$ cat config.mk
export PLATFORM = sky130hd
export DESIGN_NAME = vec_wb_collect_flat
export DESIGN_NICKNAME = d
export VERILOG_FILES = /design/src/rtl/vec_wb_collect_if.sv /design/src/rtl/vec_wb_collect.sv /design/src/flat_wrapper.sv
export SDC_FILE = /design/constraint.sdc
export NUM_CORES = 1
export LEC_CHECK = 0
export ABC_CLOCK_PERIOD_IN_PS = 6000
export BUFFER_PORTS_ARGS = -buffer_cell sky130_fd_sc_hd__buf_4
export CAP_MARGIN = 0
export CORE_AREA = 3 3 268 270
export CTS_CLUSTER_DIAMETER = 60
export DETAILED_ROUTE_END_ITERATION = 12
export DIE_AREA = 0 0 271 273
export SYNTH_ARGS = -nofsm -noshare
export SYNTH_HDL_FRONTEND = slang
export SYNTH_SLANG_ARGS = --single-unit
$ cat constraint.sdc
create_clock -name clk -period 6 [get_ports clk]
set_clock_uncertainty 0.05 [all_clocks]
set_input_delay 0 -clock clk [delete_from_list [all_inputs] [get_ports clk]]
set_output_delay 0 -clock clk [all_outputs]
set_load 0.1 [all_outputs]
$ cat src/rtl/vec_wb_collect_if.sv
// Handshake and lane bus between the vector ALU lanes, the write-back collector
// and the register-file write port.
interface vec_wb_collect_if #(
    parameter int VLEN = 128
);
    logic            start;
    logic [2:0]      vsew;
    logic [1:0]      nb_lanes;
    logic [3:0]      lane_valid;
    logic [9:0]      lane_index0;
    logic [9:0]      lane_index1;
    logic [9:0]      lane_index2;
    logic [9:0]      lane_index3;
    logic [VLEN-1:0] lane_data0;
    logic [VLEN-1:0] lane_data1;
    logic [VLEN-1:0] lane_data2;
    logic [VLEN-1:0] lane_data3;
    logic [VLEN-1:0] vd;
    logic            vd_valid;
    logic            vd_ready;
    logic            busy;
    logic            err;

    modport master (
        output start, vsew, nb_lanes, lane_valid,
        output lane_index0, lane_index1, lane_index2, lane_index3,
        output lane_data0, lane_data1, lane_data2, lane_data3,
        output vd_ready,
        input  vd, vd_valid, busy, err
    );

    modport slave (
        input  start, vsew, nb_lanes, lane_valid,
        input  lane_index0, lane_index1, lane_index2, lane_index3,
        input  lane_data0, lane_data1, lane_data2, lane_data3,
        input  vd_ready,
        output vd, vd_valid, busy, err
    );
endinterface

$ cat src/rtl/vec_wb_collect.sv
// Merges per-lane result chunks into one VLEN-bit destination image, tracks
// written bytes and hands the finished vd to the register file.
module vec_wb_collect #(
    parameter int         VLEN       = 128,
    parameter logic [2:0] LANE_WIDTH = 3'b101
) (
    input logic           clk,
    input logic           resetn,
    vec_wb_collect_if.slave bus
);
    localparam int NB = VLEN / 8;

    typedef enum logic [1:0] {S_IDLE, S_COLLECT, S_DONE} state_t;

    state_t          r_state;
    logic [VLEN-1:0] r_acc;
    logic [NB-1:0]   r_bitmap;
    logic [2:0]      r_vsew;
    logic [1:0]      r_nb;
    logic            r_vd_valid;
    logic            r_busy;
    logic            r_err;

    logic [3:0]      w_sew_log;
    logic [3:0]      w_wlog;
    logic [10:0]     w_wbits;
    logic [3:0]      w_lane_en;
    logic [3:0]      w_lane_act;
    logic [9:0]      w_idx [4];
    logic [VLEN-1:0] w_data [4];
    logic [10:0]     w_end [4];
    logic [3:0]      w_legal;
    logic [NB-1:0]   w_cover [4];
    logic [VLEN-1:0] w_acc_nxt;
    logic [NB-1:0]   w_bm_nxt;
    logic [NB-1:0]   w_hit;
    logic            w_err_set;

    assign w_idx[0]  = bus.lane_index0;
    assign w_idx[1]  = bus.lane_index1;
    assign w_idx[2]  = bus.lane_index2;
    assign w_idx[3]  = bus.lane_index3;
    assign w_data[0] = bus.lane_data0;
    assign w_data[1] = bus.lane_data1;
    assign w_data[2] = bus.lane_data2;
    assign w_data[3] = bus.lane_data3;

    // Chunk width is the element width capped by the lane datapath width.
    assign w_sew_log = {1'b0, r_vsew} + 4'd3;
    assign w_wlog    = (w_sew_log < {1'b0, LANE_WIDTH}) ? w_sew_log : {1'b0, LANE_WIDTH};
    assign w_wbits   = 11'd1 << w_wlog;

    assign w_lane_en  = (r_nb == 2'd0) ? 4'b0001 : (r_nb == 2'd1) ? 4'b0011 : 4'b1111;
    assign w_lane_act = bus.lane_valid & w_lane_en;

    for (genvar i = 0; i < 4; i++) begin : g_lane
        assign w_end[i]   = {1'b0, w_idx[i]} + w_wbits;
        assign w_legal[i] = ((w_idx[i] & (w_wbits[9:0] - 10'd1)) == 10'd0) &&
                            (w_end[i] <= 11'(VLEN));
        for (genvar b = 0; b < NB; b++) begin : g_byte
            assign w_cover[i][b] = (11'(b) >= {4'b0, w_idx[i][9:3]}) &&
                                   (11'(b) < ({4'b0, w_idx[i][9:3]} + {3'b0, w_wbits[10:3]}));
        end
    end

    // Lanes are merged in ascending order so the highest lane wins a collision.
    always_comb begin
        w_acc_nxt = r_acc;
        w_bm_nxt  = r_bitmap;
        w_hit     = '0;
        w_err_set = 1'b0;
        for (int i = 0; i < 4; i++) begin
            if (w_lane_act[i]) begin
                if (!w_legal[i]) begin
                    w_err_set = 1'b1;
                end else begin
                    for (int b = 0; b < NB; b++) begin
                        if (w_cover[i][b]) begin
                            if (w_hit[b] || r_bitmap[b]) w_err_set = 1'b1;
                            w_hit[b]            = 1'b1;
                            w_bm_nxt[b]         = 1'b1;
                            w_acc_nxt[8*b +: 8] = w_data[i][8*b +: 8];
                        end
                    end
                end
            end
        end
    end

    always_ff @(posedge clk or negedge resetn) begin
        if (!resetn) begin
            r_state    <= S_IDLE;
            r_acc      <= '0;
            r_bitmap   <= '0;
            r_vsew     <= 3'd0;
            r_nb       <= 2'd0;
            r_vd_valid <= 1'b0;
            r_busy     <= 1'b0;
            r_err      <= 1'b0;
        end else begin
            case (r_state)
                S_IDLE: begin
                    if (bus.start) begin
                        r_acc    <= '0;
                        r_bitmap <= '0;
                        r_err    <= 1'b0;
                        r_vsew   <= bus.vsew;
                        r_nb     <= (bus.nb_lanes == 2'd3) ? 2'd2 : bus.nb_lanes;
                        r_busy   <= 1'b1;
                        r_state  <= S_COLLECT;
                    end
                end
                S_COLLECT: begin
                    r_acc    <= w_acc_nxt;
                    r_bitmap <= w_bm_nxt;
                    if (w_err_set) r_err <= 1'b1;
                    if (&w_bm_nxt) begin
                        r_vd_valid <= 1'b1;
                        r_state    <= S_DONE;
                    end
                end
                S_DONE: begin
                    if (bus.vd_ready) begin
                        r_vd_valid <= 1'b0;
                        r_busy     <= 1'b0;
                        r_state    <= S_IDLE;
                    end
                end
                default: r_state <= S_IDLE;
            endcase
        end
    end

    assign bus.vd       = r_acc;
    assign bus.vd_valid = r_vd_valid;
    assign bus.busy     = r_busy;
    assign bus.err      = r_err;
endmodule

$ cat src/flat_wrapper.sv
// flat-port wrapper written by rule: the top's interface ports become plain ports
module vec_wb_collect_flat 
#(
    parameter int         VLEN       = 128,
    parameter logic [2:0] LANE_WIDTH = 3'b101
)
  (clk, resetn, bus_start, bus_vsew, bus_nb_lanes, bus_lane_valid, bus_lane_index0, bus_lane_index1, bus_lane_index2, bus_lane_index3, bus_lane_data0, bus_lane_data1, bus_lane_data2, bus_lane_data3, bus_vd_ready, bus_vd, bus_vd_valid, bus_busy, bus_err);
  vec_wb_collect_if #(.VLEN(VLEN)) bus_i ();
  input logic clk;
  input logic resetn;
  input wire logic [$bits(bus_i.start)-1:0] bus_start;
  input wire logic [$bits(bus_i.vsew)-1:0] bus_vsew;
  input wire logic [$bits(bus_i.nb_lanes)-1:0] bus_nb_lanes;
  input wire logic [$bits(bus_i.lane_valid)-1:0] bus_lane_valid;
  input wire logic [$bits(bus_i.lane_index0)-1:0] bus_lane_index0;
  input wire logic [$bits(bus_i.lane_index1)-1:0] bus_lane_index1;
  input wire logic [$bits(bus_i.lane_index2)-1:0] bus_lane_index2;
  input wire logic [$bits(bus_i.lane_index3)-1:0] bus_lane_index3;
  input wire logic [$bits(bus_i.lane_data0)-1:0] bus_lane_data0;
  input wire logic [$bits(bus_i.lane_data1)-1:0] bus_lane_data1;
  input wire logic [$bits(bus_i.lane_data2)-1:0] bus_lane_data2;
  input wire logic [$bits(bus_i.lane_data3)-1:0] bus_lane_data3;
  input wire logic [$bits(bus_i.vd_ready)-1:0] bus_vd_ready;
  output wire logic [$bits(bus_i.vd)-1:0] bus_vd;
  output wire logic [$bits(bus_i.vd_valid)-1:0] bus_vd_valid;
  output wire logic [$bits(bus_i.busy)-1:0] bus_busy;
  output wire logic [$bits(bus_i.err)-1:0] bus_err;
  assign bus_i.start = bus_start;
  assign bus_i.vsew = bus_vsew;
  assign bus_i.nb_lanes = bus_nb_lanes;
  assign bus_i.lane_valid = bus_lane_valid;
  assign bus_i.lane_index0 = bus_lane_index0;
  assign bus_i.lane_index1 = bus_lane_index1;
  assign bus_i.lane_index2 = bus_lane_index2;
  assign bus_i.lane_index3 = bus_lane_index3;
  assign bus_i.lane_data0 = bus_lane_data0;
  assign bus_i.lane_data1 = bus_lane_data1;
  assign bus_i.lane_data2 = bus_lane_data2;
  assign bus_i.lane_data3 = bus_lane_data3;
  assign bus_i.vd_ready = bus_vd_ready;
  assign bus_vd = bus_i.vd;
  assign bus_vd_valid = bus_i.vd_valid;
  assign bus_busy = bus_i.busy;
  assign bus_err = bus_i.err;
  vec_wb_collect #(.VLEN(VLEN), .LANE_WIDTH(LANE_WIDTH)) u_core (.clk(clk), .resetn(resetn), .bus(bus_i));
endmodule
== After elaboration in Yosys (flattened, before gate mapping) ==
Index checks and enable logic that the tools add are counted.
Storage, ports and cells
  register bits: 154
  latch bits: 0
  RAM bits: 0
  ROM bits: 0
  bits of input ports: 565
  output and inout port bits: 131
  word-level logic and storage cells: 679
  memories: 0
Cells by class
  add/subtract/negate cells: 10
  multiply operators: 0
  div/mod/pow operators: 0
  magnitude comparators: 133
  equality and inequality tests: 8
  shift-type cells: 1
  multiplexer cells: 382
  bitwise logic cells: 5
  reduce and logical (&&, ||, !) cells: 132
Operators by type and width (number)
  two-way mux 128 bit: 9
  two-way mux 8 bit: 64
  < comparator 4 x 11 -> 1 bit, first input constant: 32
  two-way mux 1 bit: 281
  case mux 128 bit (2 select lines): 1
  two-way mux 16 bit: 15
  >= comparator 4 x 7 -> 1 bit, first input constant: 32
  < comparator 3 x 11 -> 1 bit, first input constant: 16
  >= comparator 3 x 7 -> 1 bit, first input constant: 16
  < comparator 1 x 11 -> 1 bit, first input constant: 8
  < comparator 2 x 11 -> 1 bit, first input constant: 8
  logical AND 1 bit: 68
  >= comparator 1 x 7 -> 1 bit, first input constant: 8
  >= comparator 2 x 7 -> 1 bit, first input constant: 8
  logical OR 1 bit: 48
  adder 10 x 11 -> 11 bit: 4
  less-or-equal comparator 11 x 8 -> 1 bit, second input constant: 4
  AND 10 bit: 4
  zero test 10 bit: 4
  adder 7 x 8 -> 9 bit: 4
  case mux 16 bit (2 select lines): 1
  AND reduction 16 bit: 1
  two-way mux 4 bit: 3
  AND reduction 3 bit: 4
  15 further kinds: 28

== Depth between registers and ports, before layout ==
  depth in word-level cells: 172
  depth in mapped cells: 27
  gate-level depth less buffers: 21

== Worst setup path before layout ==
Ideal clock, no wire load.
  path type: flip-flop to flip-flop
  start point: register u_core.r_vsew[0]
  end point: register u_core.r_vd_valid, in the netlist u_core.bus.vd_valid
  setup time: 80 ps
  arrival time: 5332 ps
  required time: 5870 ps
  path slack: 538 ps
  stages on the path, launching flop included: 23
  period minus slack after synthesis: 5462 ps
  path through: dfrtp_1 buf_2 inv_1 ha_1 or3_4 buf_2 nor2_1 ha_1 clkbuf_2 a21o_1 a221oi_1 o21ai_0 or3_1 a2111oi_1 nand4_1 buf_2 a211oi_2 nor2_1 nand4_1 nand3_1 or4b_1 nor4_2 a2bb2oi_1
On the way
  cells in the longest elaborated chain, start to end: 22
  elaborated cells between the ends (all ways): 232
  classes of those cells: 10 x add/sub; 69 x order compare; 1 x eq/ne; 1 x shift; 73 x mux; 4 x bitwise; 74 x reduce/logical
Ends and longest elaborated chain
  from (decl): RTL line vec_wb_collect.sv:18  | logic [2:0] r_vsew;
  from (signal assigned): RTL line vec_wb_collect.sv:107  | r_vsew <= bus.vsew;
  adder 3 x 2 -> 4 bit *: RTL line vec_wb_collect.sv:49  | assign w_sew_log = {1'b0, r_vsew} + 4'd3;
  < comparator 4 x 3 -> 1 bit: RTL line vec_wb_collect.sv:50  | assign w_wlog = (w_sew_log < {1'b0, LANE_WIDTH}) ? w_sew_log : {1'b0, LANE_WIDTH};
  two-way mux 4 bit *: RTL line vec_wb_collect.sv:50
  << shifter 1 x 4 -> 11 bit *: RTL line vec_wb_collect.sv:51  | assign w_wbits = 11'd1 << w_wlog;
  adder 7 x 8 -> 9 bit or subtractor 10 x 1 -> 10 bit (tied branches): RTL line vec_wb_collect.sv:62, vec_wb_collect.sv:58
  < comparator 1 x 11 -> 1 bit, or another cell as far along: RTL line vec_wb_collect.sv:62  | (11'(b) < ({4'b0, w_idx[i][9:3]} + {3'b0, w_wbits[10:3]}));
  logical AND 1 bit or zero test 10 bit (tied branches): RTL line vec_wb_collect.sv:61, vec_wb_collect.sv:58
  two-way mux 1 bit or logical AND 1 bit (tied branches): RTL line vec_wb_collect.sv:78, vec_wb_collect.sv:58
  [... 6 more ...]
  two-way mux 16 bit: RTL line vec_wb_collect.sv:74  | if (!w_legal[i]) begin
  two-way mux 16 bit: RTL line vec_wb_collect.sv:73  | if (w_lane_act[i]) begin
  two-way mux 1 bit: RTL line vec_wb_collect.sv:78  | if (w_cover[i][b]) begin
  two-way mux 16 bit: RTL line vec_wb_collect.sv:74
  two-way mux 16 bit *: RTL line vec_wb_collect.sv:73
  AND reduction 16 bit *: RTL line vec_wb_collect.sv:117  | if (&w_bm_nxt) begin
  inequality test 2 x 1 -> 1 bit (no line) *
  AND reduction 3 bit (no line) *
  to (signal assigned): RTL line vec_wb_collect.sv:97  | r_vd_valid <= 1'b0;
  to (signal assigned): RTL line vec_wb_collect.sv:118  | r_vd_valid <= 1'b1;
  to (signal assigned): RTL line vec_wb_collect.sv:124  | r_vd_valid <= 1'b0;
  to (decl): RTL line vec_wb_collect.sv:20  | logic r_vd_valid;
Every way passes the cells marked *; elsewhere a longest branch is shown, timed or not.
A chain may end at the register's enable or synchronous reset.

== Worst setup path after layout ==
Same ends and word-level chain as after synthesis.

==> flow_metrics.env <==
export IMPL_dp_slack_ns=0.291
export IMPL_ys_ff_latch=154
export IMPL_globalplace_congestion=0.998
export IMPL_peakVddDrop_v=0.000157
export IMPL_setup_viol=0
export IMPL_drcViolationCount=0
export IMPL_slew_violations=0
export IMPL_worst_slack_ns=0.321
export IMPL_die_h_um=273
export IMPL_grtUsageTotal_pct=23.8
export IMPL_drtAntennaViolNets=0
export IMPL_cp_max_fo=7
export IMPL_holdPathEnd="u_core.bus.err"
export IMPL_clk_pin_slew_ns=0.08
export IMPL_clock_path_buffers=2
export IMPL_worst_ep_required_time_ns=6.34
export IMPL_ys_seq_area_share_pct=23.7
export IMPL_initial_utilization_pct=23.3
export IMPL_placed_area_mm2=0.0228
export IMPL_dr_total_vias=21900
export IMPL_finalHoldViolations=0
export IMPL_cellLeakagePower_uw=0.0123
export IMPL_h_tree_depth=4
export IMPL_insertion_delay_ns=0.47
export IMPL_cp_end_kind="flop"
export IMPL_layout_min_cycle_time_ns=5.68
export IMPL_path_buf_inv=1
export IMPL_mostFrequentLayoutCell="buf_4"
export IMPL_dp_cells=3856
export IMPL_instances_no_fill=4165
export IMPL_rsz0062_at_grt="no"
export IMPL_grt_overflow_total=0
export IMPL_outcome="finished, final reports clean"
export IMPL_die_area_mm2=0.0740
export IMPL_drv_cap=0
export IMPL_core_mm2=0.0698
export IMPL_rows=97
export IMPL_cts_buffers_inserted=17
export IMPL_path_delay_family="simple AND/OR/NAND/NOR gates"
export IMPL_drive_gt1_share_pct=28.1
export IMPL_path_cells="inv_1 > ha_1 > nor3b_4 > a21boi_0 > or2_2 > ha_1 > or3_1 > a31oi_1 > or2_2 > nand2_1 > xor2_1 > a2111oi_4 > nand2_2 > a2111o_1 > or4b_1 > nand3_1 > or4b_1 > nor4_2 > a2bb2oi_1"
export IMPL_fin_area_mm2=0.0263
export IMPL_fin_tns_setup_ns=0
export IMPL_dr_pass1_iters=8
export IMPL_wl_per_cell_um=22.2
export IMPL_max_stage_delay_ns=0.50
export IMPL_ys_warnings_count=0
export IMPL_synthCells=2273
export IMPL_synth_area_mm2=0.0163
export IMPL_cpMaxStageDelayCell="a2111oi_4"
export IMPL_syn_area_per_cell_um2=7.16
export IMPL_grt_max_degree=92
export IMPL_synth_flop_cell="dfrtp_1"
export IMPL_totalWireLength_um=92700
export IMPL_portBuffers=695
export IMPL_synth_cell_type_count=100
export IMPL_cp_arrival_ns=6.02
export IMPL_r2r_cells=19
export IMPL_powerDensity_mw_per_mm2=162
export IMPL_startpoint_type="flop"
export IMPL_async_flop_share_pct=100
export IMPL_root_buffer="clkbuf_16"
export IMPL_n_fill_cell=7345
export IMPL_die_w_um=271
export IMPL_clock_sinks=154
export IMPL_hold_path_startpoint="bus_lane_valid[0]"
export IMPL_path_class="flop to flop"
export IMPL_timing_rr_end="u_core.bus.vd_valid"
export IMPL_clock_fmax_ghz=0.176
export IMPL_grt_pass1_wl_um=135000
export IMPL_grt_pass1_vias=21100
export IMPL_final_nets=3810
export IMPL_hp_class="input port to flop"
export IMPL_antenna_found_initial=7
export IMPL_worstHoldPathCells=6
export IMPL_pin_count=696
export IMPL_cts_tree="built"
export IMPL_area_growth_pct=61.6
export IMPL_drt_initial_drc_count=1901
export IMPL_rr_startpoint="u_core.r_vsew[0]"
export IMPL_synth_edff_count=0
export IMPL_max_slew_margin_rel_pct=27.4
export IMPL_worst_pin_slew_ns=1.09
export IMPL_detail_route_vias_per_cell=5.26
export IMPL_reg2reg_slack_ns=0.32
export IMPL_layout_common_cells="792 x buf_4, 406 x nand2_1, 265 x dlygate4sd3_1"
export IMPL_period_share_pct=94.7
export IMPL_hpwl_um=73500
-- synthesized netlist by cell type (12+ instances only) --
master | n | share of area (%)
a22o_1 | 39 | 2.1
dfrtp_1 | 154 | 24
a31oi_1 | 21 | 0.81
mux2i_1 | 141 | 8.7
ha_1 | 37 | 2.8
nand3_1 | 56 | 1.7
xnor2_1 | 24 | 1.3
a21oi_1 | 213 | 6.6
nor3_1 | 36 | 1.1
nand4_1 | 19 | 0.73
nor2_1 | 207 | 4.8
inv_1 | 39 | 0.90
o211ai_1 | 79 | 3.6
nand2_1 | 412 | 9.5
and2_1 | 19 | 0.73
or2_2 | 12 | 0.46
nand2b_1 | 18 | 0.69
o21ai_0 | 242 | 7.4
xor2_1 | 12 | 0.65
a211oi_1 | 84 | 3.9
buf_2 | 19 | 0.58
clkbuf_1 | 124 | 2.9
or3_1 | 16 | 0.62
-- registers in the layout (all words and copies together), names as in the netlist --
register and flops:
u_core.r_bitmap 16, u_core.bus.err 1, u_core.r_nb 2, u_core.bus.busy 1, u_core.r_state 2, u_core.r_vsew 3, u_core.bus.vd 128, u_core.bus.vd_valid 1
-- worst max-delay path by stage --
stage,from,end,slack [ns],depth (start not counted)
floorplan,u_core.r_vsew[0],u_core.bus.vd_valid,0.54,22
global route,u_core.r_vsew[0],u_core.bus.vd[11],0.02,23
detailed placement,u_core.r_vsew[0],u_core.bus.err,0.29,21
CTS,u_core.r_vsew[0],u_core.bus.vd[105],0.03,21
finish,u_core.r_vsew[0],u_core.bus.vd_valid,0.32,19
global placement,u_core.r_vsew[0],u_core.bus.err,0.35,21
-- stage by stage --
step	power, uW	utilization [%]	hold slack [ns]
2_1_floorplan	2180	-	-0.346
3_5_place_dp	2890	32.7	0.133
3_3_place_gp	2890	32.7	0.0915
4_1_cts	4240	37.4	0.0148
6_report	4260	37.7	0.0804
5_1_grt	4480	37.7	0.0916
-- kinds of logic (layout without fill, tap and decap cells) --
logic type	count (synthesis)	count (layout)	share of synthesized area, %
xor+xnor	38	38	2.21
other cells	2	19	0.0462
fa+ha+maj	41	41	3.15
buf+inv	197	1131	4.95
simple gates	869	870	24.1
flops	154	154	23.7
compound gates	830	830	33.1
mux	142	142	8.74
-- worst register-to-register path: cells and delay by family (launching register included) --
family                   cells  cell delay [ns]
AND/OR/NAND/NOR             10             2.81
XOR/XNOR                     1             0.17
AO/OA/AOI/OAI                5             1.58
adder cells (fa/ha/maj)      2             0.58
flip-flops                   1             0.35
buffers and inverters        1             0.06
-- what timing repair did --
action	4_1_cts	5_1_grt
endpoints found under the setup margin	0	125
setup buffers	0	6
hold buffers	265	0
hold endpoints to repair	224	0
resized for setup	0	34
-- power by group --
group	internal (uW)	leakage [uW]	switching, uW
registers	1080	0.00212	56.3
logic	777	0.00983	1150
clock network	605	0.000304	590
-- per-layer routing --
layer / GRT usage (%) / up-vias / part of all wire [%]
met4: 9.03 / 0 / 3.4
met1: 30.5 / 10400 / 41
li1: - / 10300 / -
met3: 4.30 / 169 / 7.1
met5: 0 / - / 0
met2: 39.9 / 1043 / 49
-- cell type report --
type                    instances  area (um2)  area share, %
diodes                          5        12.5         0.0476
clock buffers                  17         425           1.62
clock inverters                15         200          0.761
inverters                      40         150          0.571
multi-input cells            1935       11900           45.1
flip-flops and latches        154        3850           14.7
well taps                     940        1180           4.47
repair buffers               1059        8630           32.8
No activity file was read; power rests on OpenSTA's default activity.
